## config.mk

```make
export PLATFORM = sky130hd
export DESIGN_NAME = bus_arbiter_mux
export DESIGN_NICKNAME = d
export VERILOG_FILES = /design/src/rtl/bus_pkg.sv /design/src/rtl/rr_priority_pick.sv /design/src/rtl/bus_arbiter_mux.sv
export SDC_FILE = /design/constraint.sdc
export NUM_CORES = 1
export LEC_CHECK = 0
export CAP_MARGIN = 30
export CORE_AREA = 2 2 345 347
export DETAILED_ROUTE_END_ITERATION = 8
export DIE_AREA = 0 0 347 349
export PLACE_DENSITY_LB_ADDON = 0.1
export SLEW_MARGIN = 0
export SYNTH_ARGS = -nofsm -noshare
export SYNTH_HDL_FRONTEND = slang
export SYNTH_SLANG_ARGS = --single-unit
```

## constraint.sdc

```tcl
create_clock -name clock -period 11.3 [get_ports clock]
set_input_delay 2.26 -clock clock [delete_from_list [all_inputs] [get_ports clock]]
set_output_delay 2.26 -clock clock [all_outputs]
set_load 0.005 [all_outputs]
```

## src/rtl/bus_pkg.sv

```systemverilog
// Shared constants for the datapath bus arbiter: arbitration modes, default
// width and the legacy source index map.
package bus_pkg;
  localparam int MODE_FIXED    = 0;
  localparam int MODE_RR       = 1;
  localparam int DEFAULT_WIDTH = 32;

  localparam int SRC_PC     = 0;
  localparam int SRC_ZHIGH  = 1;
  localparam int SRC_ZLOW   = 2;
  localparam int SRC_MDR    = 3;
  localparam int SRC_R0     = 4;
  localparam int SRC_R15    = 19;
  localparam int SRC_HI     = 20;
  localparam int SRC_LO     = 21;
  localparam int SRC_Y      = 22;
  localparam int SRC_INPORT = 23;
  localparam int SRC_CSIGN  = 24;
  localparam int SRC_COUNT  = 25;

  // Bus index of general-purpose register Rn.
  function automatic int reg_src(input int n);
    return SRC_R0 + n;
  endfunction
endpackage

```

## src/rtl/rr_priority_pick.sv

```systemverilog
// Combinational rotating priority picker: first eligible request after start,
// wrapping modulo NUM_SRC. start = NUM_SRC-1 gives plain lowest-index priority.
module rr_priority_pick #(
  parameter int NUM_SRC = 25,
  parameter int IW      = 5
) (
  input  logic [NUM_SRC-1:0] req,
  input  logic [IW-1:0]      start,
  input  logic [NUM_SRC-1:0] exclude,
  output logic [NUM_SRC-1:0] win_oh,
  output logic [IW-1:0]      win_idx,
  output logic               win_any
);
  logic [NUM_SRC-1:0] elig;
  logic [IW-1:0]      pos;

  always_comb begin
    win_oh  = '0;
    win_idx = '0;
    win_any = 1'b0;
    pos     = '0;
    elig    = req & ~exclude;
    for (int k = 1; k <= NUM_SRC; k++) begin
      pos = IW'((int'(start) + k) % NUM_SRC);
      if (!win_any && elig[pos]) begin
        win_any     = 1'b1;
        win_oh[pos] = 1'b1;
        win_idx     = pos;
      end
    end
  end
endmodule

```

## src/rtl/bus_arbiter_mux.sv

```systemverilog
// Registered bus multiplexer with fixed-priority or round-robin arbitration,
// burst hold limiting and multi-request conflict logging.
module bus_arbiter_mux
  import bus_pkg::*;
#(
  parameter int WIDTH     = DEFAULT_WIDTH,
  parameter int NUM_SRC   = SRC_COUNT,
  parameter int MODE      = MODE_FIXED,
  parameter int HOLD_MAX  = 4,
  parameter int IDLE_HOLD = 0
) (
  input  logic                       clock,
  input  logic                       clear,
  input  logic [NUM_SRC*WIDTH-1:0]   src_data,
  input  logic [NUM_SRC-1:0]         src_req,
  input  logic                       conflict_clr,
  output logic [NUM_SRC-1:0]         grant,
  output logic [$clog2(NUM_SRC)-1:0] grant_idx,
  output logic [WIDTH-1:0]           bus_out,
  output logic                       bus_valid,
  output logic                       conflict,
  output logic [7:0]                 conflict_cnt
);
  localparam int IW = $clog2(NUM_SRC);
  localparam logic [7:0] HM = 8'(HOLD_MAX);

  logic [NUM_SRC-1:0] grant_q, grant_d;
  logic [IW-1:0]      idx_q, idx_d;
  logic [WIDTH-1:0]   bus_q, bus_d;
  logic               valid_q, valid_d;
  logic               conf_q, conf_d;
  logic [7:0]         cnt_q, cnt_d;
  logic [IW-1:0]      rr_ptr_q, rr_ptr_d;
  logic [7:0]         hold_q, hold_d;

  logic               owner_req, others, keep, multi;
  logic [NUM_SRC-1:0] exclude;
  logic [IW-1:0]      start;
  logic [NUM_SRC-1:0] win_oh;
  logic [IW-1:0]      win_idx;
  logic               win_any;

  assign owner_req = valid_q && src_req[idx_q];
  assign others    = |(src_req & ~grant_q);
  // Owner stays while under its hold budget, or indefinitely when uncontested.
  assign keep      = owner_req && ((hold_q < HM) || !others);
  assign exclude   = (owner_req && !keep) ? grant_q : '0;
  assign start     = (MODE == MODE_RR) ? rr_ptr_q : IW'(NUM_SRC - 1);
  assign multi     = |(src_req & (src_req - 1'b1));

  rr_priority_pick #(.NUM_SRC(NUM_SRC), .IW(IW)) u_pick (
    .req     (src_req),
    .start   (start),
    .exclude (exclude),
    .win_oh  (win_oh),
    .win_idx (win_idx),
    .win_any (win_any)
  );

  always_comb begin
    grant_d  = grant_q;
    idx_d    = idx_q;
    bus_d    = bus_q;
    valid_d  = valid_q;
    rr_ptr_d = rr_ptr_q;
    hold_d   = hold_q;
    if (src_req == '0) begin
      grant_d = '0;
      valid_d = 1'b0;
      hold_d  = '0;
      if (IDLE_HOLD == 0) bus_d = '0;
    end else if (keep) begin
      bus_d  = src_data[int'(idx_q)*WIDTH +: WIDTH];
      hold_d = (hold_q < HM) ? hold_q + 8'd1 : HM;
    end else if (win_any) begin
      grant_d  = win_oh;
      idx_d    = win_idx;
      valid_d  = 1'b1;
      bus_d    = src_data[int'(win_idx)*WIDTH +: WIDTH];
      rr_ptr_d = win_idx;
      hold_d   = 8'd1;
    end
  end

  // A conflict in the clearing cycle still counts as the first one.
  always_comb begin
    conf_d = conf_q;
    cnt_d  = cnt_q;
    if (conflict_clr) begin
      conf_d = multi;
      cnt_d  = multi ? 8'd1 : 8'd0;
    end else if (multi) begin
      conf_d = 1'b1;
      cnt_d  = (cnt_q == 8'hFF) ? cnt_q : cnt_q + 8'd1;
    end
  end

  always_ff @(posedge clock) begin
    if (clear) begin
      grant_q  <= '0;
      idx_q    <= '0;
      bus_q    <= '0;
      valid_q  <= 1'b0;
      conf_q   <= 1'b0;
      cnt_q    <= '0;
      rr_ptr_q <= IW'(NUM_SRC - 1);
      hold_q   <= '0;
    end else begin
      grant_q  <= grant_d;
      idx_q    <= idx_d;
      bus_q    <= bus_d;
      valid_q  <= valid_d;
      conf_q   <= conf_d;
      cnt_q    <= cnt_d;
      rr_ptr_q <= rr_ptr_d;
      hold_q   <= hold_d;
    end
  end

  assign grant        = grant_q;
  assign grant_idx    = idx_q;
  assign bus_out      = bus_q;
  assign bus_valid    = valid_q;
  assign conflict     = conf_q;
  assign conflict_cnt = cnt_q;

  a_onehot: assert property (@(posedge clock) $onehot0(grant_q));
  a_valid:  assert property (@(posedge clock) bus_valid == (|grant_q));
  a_idx:    assert property (@(posedge clock) !bus_valid || grant_q[idx_q]);
endmodule

```

==> results of run 1 <==
## worst min path at each step
stage / to / slack [ns]
final: conflict / 0.51
after global placement: grant[23] / 0.50
after CTS: conflict / 0.52
after global routing: conflict / 0.56
after detailed placement: conflict / 0.51
after floorplan: grant[23] / 0.46
## per-stage QoR
stage,area (um^2),total power [uW]
floorplan,11100,663
CTS,21900,1530
finish,21900,1480
global placement,21600,1190
global route,21900,1590
detailed placement,21600,1190
## worst reg2reg max path: cells and delay by family (launching register included)
family	cells	cell delay [ns]
simple gates	3	1.40
compound gates	9	4.05
buf+inv	1	0.74
mux	1	0.30
flops	1	0.77
## final cells by class
| cell class | instances | area share, % |
|---|---|---|
| multi-input cells | 1483 | 39.5 |
| well taps | 1536 | 8.78 |
| inverters | 31 | 0.531 |
| clock buffers | 9 | 1.03 |
| repair buffers | 934 | 42.5 |
| flip-flops and latches | 80 | 7.31 |
| diodes | 10 | 0.114 |
| clock inverters | 6 | 0.206 |
## flip-flops by register name (all words and copies together) (netlist names)
signal and cells:
grant_idx 5, hold_q 8, bus_valid 1, conflict 1
grant 25, conflict_cnt 8, bus_out 32
## power breakdown
group | leakage (uW) | internal [uW] | switching, uW
sequential | 0.000658 | 299 | 14.4
clock | 0.000124 | 149 | 164
combinational | 0.00692 | 431 | 425
total | 0.00770 | 879 | 603
## per-layer routing
layer	GRT usage (%)	vias up	share of wire, %
li1	-	7998	-
met2	31.6	677	50
met3	4.85	99	6.5
met1	21.4	8262	42
met4	2.65	30	1.2
met5	0	-	0.17
## layout by cell type (no fill, tap or decap), types with 22 or more instances in the layout
cell               n
clkdlybuf4s50_1  899
nand2_1          485
a21oi_1          271
nand3_1          119
mux2i_1          112
dfxtp_1           80
nor2_1            57
a221oi_1          49
a32oi_1           37
inv_1             31
a211oi_1          28
buf_4             27
o22ai_1           26
o211ai_1          23
o21ai_0           22
## kinds of logic (layout without fill, tap and decap cells)
kind of cell / count (synthesis) / in the layout / synth area share [%]
AND/OR/NAND/NOR: 767 / 767 / 30.2
AO/OA/AOI/OAI: 575 / 575 / 34.0
buffers and inverters: 191 / 980 / 8.56
multiplexers: 126 / 126 / 11.9
flip-flops: 80 / 80 / 14.4
XOR/XNOR: 6 / 6 / 0.473
adder cells (fa/ha/maj): 4 / 4 / 0.405
other: 1 / 15 / 0.0338
==> results.toml, run 1 <==
[yosys]
post-synth-top-count-cell = "nand2_1"
synth-seq-area-share_pct = 14.4
syn_inst = 1750
yosys-top-cells-area = "nand2_1, dfxtp_1, a21oi_1"
ys.flop_type = "dfxtp_1"
synthArstFlopShare_pct = 0
synth.top_cell.area_share_pct = 16.5
synthDistinctLibCells = 76
synth_largest_area_cell = "nand2_1"
yosys_warnings = 0
synthTopCellsByCount = "nand2_1, a21oi_1, nand3_1"
syn_area_mm2 = 0.0111
synth_edf_count = 0
synth-seq-cells = 80
avgSynthCellArea_um2 = 6.35

[power_and_ir_drop]
cellLeakagePower_uw = 0.00770
powerDensity_mw_per_mm2 = 67.7
ir_worst_vdd_uv = 61.2

[placed_design]
dp.cells = 4063
io_buffers = 899
dp_hpwl_um = 94100
place.gp.congestion = 0.899
dp_slack_ns = 1.83

[critical_path]
cp_top_family = "compound AO/OA/AOI/OAI gates"
crit_buf_inv = 2
r2r_end = "bus_out[2]"
r2r_cells = 14
cp_max_fo = 50
cp-startpoint = "src_req[9]"
worstPathCellList = "clkdlybuf4s50_1 -> mux4_2 -> mux2_2 -> nand2_1 -> a31oi_4 -> a31oi_1 -> or4_1 -> nor3_2 -> o311ai_1 -> a21boi_4 -> buf_4 -> mux2i_1 -> a221oi_1 -> a211oi_1 -> o211ai_1"
required_ns = 11.57
worst_path_max_delay_cell = "a31oi_4"
arrival_ns = 9.16
critical_path.max_stage_delay_ns = 0.89
path_class = "in2reg"
rrSetupSlack_ns = 3.92
cp.depth = 15
endpoint = "bus_out[2]"
r2r-start = "grant_idx[3]"
crit_path_end_kind = "flip-flop"
setup.worst_path.start_class = "primary input"

[clocking]
cts.hold.buffers_added = 0
clock_sinks = 80
path_clk_slew_ns = 0.08
clk_latency_ns = 0.40
numCtsBuffers = 9
cts_tree = "done"
cts_resized = 0
cts-root-buf = "clkbuf_16"
post-cts-setup-buffers = 0
h-tree-depth = 3
cts_buffer_depth = 2

[detailed_routing]
routed_via_density = 4.17
dr.pass1.iters = 5
drt_iter0_markers = 911
postRouteAntennaNets = 0
vias = 17066
drc_errors = 0
wl_per_cell_um = 27.5
wl_um = 113000

[floorplanning]
ios = 900
start_util_pct = 9.46
core_mm2 = 0.117
fp.dieW_um = 347
rows = 126
die_y_um = 349
dieArea_mm2 = 0.121

[grt]
grt_usage_pct = 17.7
grt_max_degree = 152
first_global_vias = 17466
grt_pass1_wl_um = 149000
antenna_found_initial = 42
gr-total-overflow = 0

[cells_and_area]
finalNonFillerCells = 4089
drive_gt1_share_pct = 4.05
fin_util_pct = 18.6
multi_input_area_mm2 = 0.00865
register_area_mm2 = 0.00160
synthToLayoutAreaGrowth_pct = 97.1
fillerInstances = 13321
fin_nets = 3369

[sta]
hold_ws_ns = 0.506
finalHoldViolCount = 0
finalCritPeriodShare_pct = 78.7
finalSetupViolCount = 0
maxSlewHeadroom_pct = 31.0
fin_setup_tns_ns = 0
rsz0062_at_grt = "no"
clock_skew_ns = 0.0154
fin_crit_ns = 8.90
tightest_slew_ns = 1.04
fin_ws_ns = 2.40
max_freq_mhz = 112
slew_viol_final = 0

[job]
drv_cap = 0

[run_status]
status = "complete, no violations"

[worst_hold_path]
hold_depth = 2
hold_class = "reg2reg"
min_from = "conflict"
Power figures use the tool's default switching activity.
==> inputs of run 2 (changes only) <==
CORE_AREA = 2 2 350 352   (was 2 2 345 347)
DIE_AREA = 0 0 352 354   (was 0 0 347 349)
clock period = 8.9 ns   (was 11.3 ns; I/O delays follow)
==> results.toml, run 2 (synthesis results as in run 1) <==
[detailed_routing]
routed_via_density = 4.09
topRoutingLayerUsed = "met5"
met1_length_um = 48900
drt_iter0_markers = 1105
drc_errors = 0
route.met3.wl_um = 6780
postRouteAntennaNets = 0
wl_um = 117000
vias = 17313
wl_per_cell_um = 27.6
dr.pass1.iters = 5
wl_met2_um = 59800

[job]
drv_cap = 0

[cells_and_area]
synthToLayoutAreaGrowth_pct = 103
fin_nets = 3419
layout_common_cells = "clkdlybuf4s50_1, nand2_1, a21oi_1"
final_common_cell = "clkdlybuf4s50_1"
drive_gt1_share_pct = 5.94
finalNonFillerCells = 4230
largest_reg_flops = 32

[grt]
grt_max_degree = 103
antenna_found_initial = 44
grt_pass1_wl_um = 156000
first_global_vias = 17838
gr-total-overflow = 0
grt_usage_pct = 17.9

[critical_path]
cp-startpoint = "src_req[2]"
r2r-start = "grant_idx[2]"
required_ns = 9.17
path_class = "in2reg"
r2r_end = "bus_out[9]"
crit_path_end_kind = "flip-flop"
endpoint = "bus_out[9]"
r2r_cells = 16
setup.worst_path.start_class = "primary input"
arrival_ns = 8.15
rrSetupSlack_ns = 2.13
cp_max_fo = 26

[power_and_ir_drop]
cellLeakagePower_uw = 0.00800
power_frac_comb_pct = 58.6
powerDensity_mw_per_mm2 = 88.2
power.switching_uw = 804
power_frac_seq_pct = 19.9
p_int_uw = 1180
switching_share_pct = 40.5
ir_worst_vdd_uv = 78.5
clkPwrFrac_pct = 21.5

[floorplanning]
die_y_um = 354
rows = 128
start_util_pct = 9.19
ios = 900
core_mm2 = 0.121
dieArea_mm2 = 0.125
fp.dieW_um = 352

[sta]
clock_skew_ns = 0.0181
finalCritPeriodShare_pct = 88.5
finalSetupViolCount = 0
fin_ws_ns = 1.02
max_freq_mhz = 127
fin_setup_tns_ns = 0
slew_viol_final = 0
fin_crit_ns = 7.88
rsz0062_at_grt = "no"
maxSlewHeadroom_pct = 27.8
tightest_slew_ns = 1.08
finalHoldViolCount = 0

[placed_design]
dp_slack_ns = 0.349
io_buffers = 899
dp_hpwl_um = 99200
place.gp.congestion = 0.889
dp.cells = 4202

[clocking]
cts_resized = 0
cts-root-buf = "clkbuf_16"
cts_tree = "done"
clock_sinks = 80
post-cts-setup-buffers = 0
cts.hold.buffers_added = 0
h-tree-depth = 3
path_clk_slew_ns = 0.08
clk_latency_ns = 0.39
numCtsBuffers = 9
cts_buffer_depth = 2

[worst_hold_path]
hold_class = "reg2reg"

[run_status]
status = "complete, no violations"
## run 2: per-stage QoR
step                power [uW]  instance area (um^2)  hold WS (ns)  util (%)
floorplan                  842                 11100         0.461         -
global placement          1600                 22200         0.498      18.3
detailed placement        1590                 22200         0.491      18.3
CTS                       2050                 22500         0.501      18.6
global route              2120                 22500         0.513      18.6
finish                    1990                 22500         0.499      18.6
## run 2: critical path, cell delays in order
cell             delay (ns)
clkdlybuf4s50_1        0.67
inv_1                  0.15
o221ai_1               0.31
or4b_1                 0.19
o21a_1                 0.84
a31oi_1                0.34
or4_1                  0.64
buf_4                  0.20
nor3_2                 0.43
o311ai_1               0.23
buf_4                  0.22
o2bb2ai_4              0.32
and3_2                 0.60
buf_4                  0.30
a211oi_1               0.59
buf_4                  0.25
o211ai_1               0.08
## run 2: power groups by stage
| stage | clock network (uW) | logic, uW | registers (uW) |
|---|---|---|---|
| 2_1_floorplan | 0 | 443 | 398 |
| 3_3_place_gp | 0 | 1190 | 405 |
| 3_5_place_dp | 0 | 1190 | 403 |
| 4_1_cts | 459 | 1190 | 396 |
| 5_1_grt | 462 | 1260 | 397 |
| 6_report | 427 | 1160 | 395 |
## run 2: metal layers
metal  GRT usage, %  vias to the layer above
li1               -                     8097
met3           4.35                       95
met1           21.5                     8407
met5              0                        -
met2           32.6                      688
met4           2.36                       26
## run 2: how the worst min path moves through the flow
stage	from	endpoint	slack, ns	depth (start not counted)
3_5_place_dp	grant[23]	grant[23]	0.49	2
5_1_grt	grant[23]	grant[23]	0.51	2
6_report	grant[23]	grant[23]	0.50	2
2_1_floorplan	grant[23]	grant[23]	0.46	2
4_1_cts	grant[23]	grant[23]	0.50	2
3_3_place_gp	grant[23]	grant[23]	0.50	2
## run 2: area by class of cell
cell class | instances | area (um^2)
antenna | 11 | 27.5
clock buffer | 10 | 229
multi-input combinational | 1483 | 8660
inverter | 31 | 116
timing repair buffer | 984 | 9780
fill | 13797 | 98400
tap | 1625 | 2030
clock inverter | 6 | 66.3
sequential | 80 | 1600
==> inputs of run 3 (changes only) <==
CORE_AREA = 4 4 352 354   (was 2 2 350 352)
DIE_AREA = 0 0 356 358   (was 0 0 352 354)
SKIP_CTS_REPAIR_TIMING = 1   (was not set)
==> results.toml, run 3 (synthesis results as in run 1) <==
[power_and_ir_drop]
powerDensity_mw_per_mm2 = 87.0
power_uw = 1950
cellLeakagePower_uw = 0.00793
power_frac_comb_pct = 59.3
switching_share_pct = 40.5
p_int_uw = 1160
power.switching_uw = 790
clkPwrFrac_pct = 20.5
power_frac_seq_pct = 20.2
ir_worst_vdd_uv = 78.7

[critical_path]
worstPathCellList = "clkdlybuf4s50_1 -> mux2i_1 -> a311oi_1 -> a32oi_1 -> a31oi_4 -> a31oi_1 -> or4_1 -> nor3_2 -> o311ai_1 -> a21boi_4 -> buf_12 -> buf_4 -> mux2i_1 -> a221oi_1 -> a211oi_1 -> buf_4 -> o211ai_1"
path_class = "in2reg"
critical_path.max_stage_delay_ns = 0.86
required_ns = 9.22
arrival_ns = 8.49
worst_path_max_delay_cell = "a31oi_4"
cp_max_fo = 40
cp_top_family = "compound AO/OA/AOI/OAI gates"
setup.worst_path.start_class = "primary input"
crit_path_end_kind = "flip-flop"
crit_buf_inv = 4

[sta]
max_freq_mhz = 122
fin_setup_tns_ns = 0
finalHoldViolCount = 0
tightest_slew_ns = 1.06
rsz0062_at_grt = "no"
maxSlewHeadroom_pct = 28.1
slew_viol_final = 0
fin_crit_ns = 8.17
finalCritPeriodShare_pct = 91.8
finalSetupViolCount = 0
clock_skew_ns = 0.0145

[detailed_routing]
postRouteAntennaNets = 0
vias = 17346
routed_via_density = 4.11
drt_iter0_markers = 1072
wl_um = 117000
drc_errors = 0
wl_per_cell_um = 27.7
dr.pass1.iters = 5

[grt]
antenna_found_initial = 60
grt_pass1_wl_um = 154000
first_global_vias = 17981
grt_usage_pct = 17.3
gr-total-overflow = 0
grt_max_degree = 115

[run_status]
status = "complete, no violations"

[floorplanning]
dieArea_mm2 = 0.127
start_util_pct = 9.18
core_mm2 = 0.121
ios = 900
die_y_um = 358
rows = 128
fp.dieW_um = 356

[clocking]
clk_latency_ns = 0.39
cts-root-buf = "clkbuf_16"
clock_sinks = 80
numCtsBuffers = 9
cts_buffer_depth = 2
path_clk_slew_ns = 0.08
h-tree-depth = 3
cts_tree = "done"

[cells_and_area]
fin_nets = 3409
drive_gt1_share_pct = 5.53
layout_common_cells = "clkdlybuf4s50_1, nand2_1, a21oi_1"
fin_area_mm2 = 0.0224
largest_reg_flops = 32
fin_util_pct = 18.5
final_common_cell = "clkdlybuf4s50_1"
synthToLayoutAreaGrowth_pct = 102

[placed_design]
dp_hpwl_um = 99600
io_buffers = 899
place.gp.congestion = 0.880
placed_area_mm2 = 0.0221

[job]
drv_cap = 0

[worst_hold_path]
hold_class = "reg2reg"
[run 3: per-layer routing]
layer / track usage (%) / share of wire (%) / vias up
li1: - / - / 8084
met1: 21.0 / 41 / 8381
met2: 31.0 / 50 / 730
met3: 4.95 / 7.2 / 115
met4: 2.28 / 1.0 / 36
met5: 0 / 0.18 / -
[run 3: power groups by stage]
stage               Sequential [uW]  Clock, uW  Combinational, uW
floorplan                       398          0                443
finish                          394        399               1160
detailed placement              402          0               1180
global placement                402          0               1180
CTS                             394        435               1180
global route                    396        438               1250
[run 3: stage by stage]
step	hold slack [ns]	cells	setup slack (ns)
after floorplan	0.461	1754	3.42
after global placement	0.471	4191	0.0857
after detailed placement	0.464	4193	0.296
after CTS	0.478	4209	0.727
after global routing	0.509	4214	0.257
final	0.472	4223	0.727
[run 3: worst min-delay path, cell delays in order, from the launching register on]
cell      delay [ns]
dfxtp_1         0.31
nand2b_1        0.06
a21oi_1         0.06
[run 3: final timing paths]
kind	to	cells past startpoint	slack [ns]	start
max	bus_out[1]	17	0.73	src_req[23]
min	conflict	2	0.47	conflict
max reg2reg	bus_out[1]	16	1.82	grant_idx[2]
min reg2reg	conflict	2	0.47	conflict
[run 3: layout make-up]
class,count,area (um^2)
timing repair buffer,974,9680
clock inverter,5,38.8
clock buffer,11,243
fill,13936,98700
multi-input combinational,1483,8650
tap,1625,2030
inverter,31,116
antenna,14,35.0
sequential,80,1600
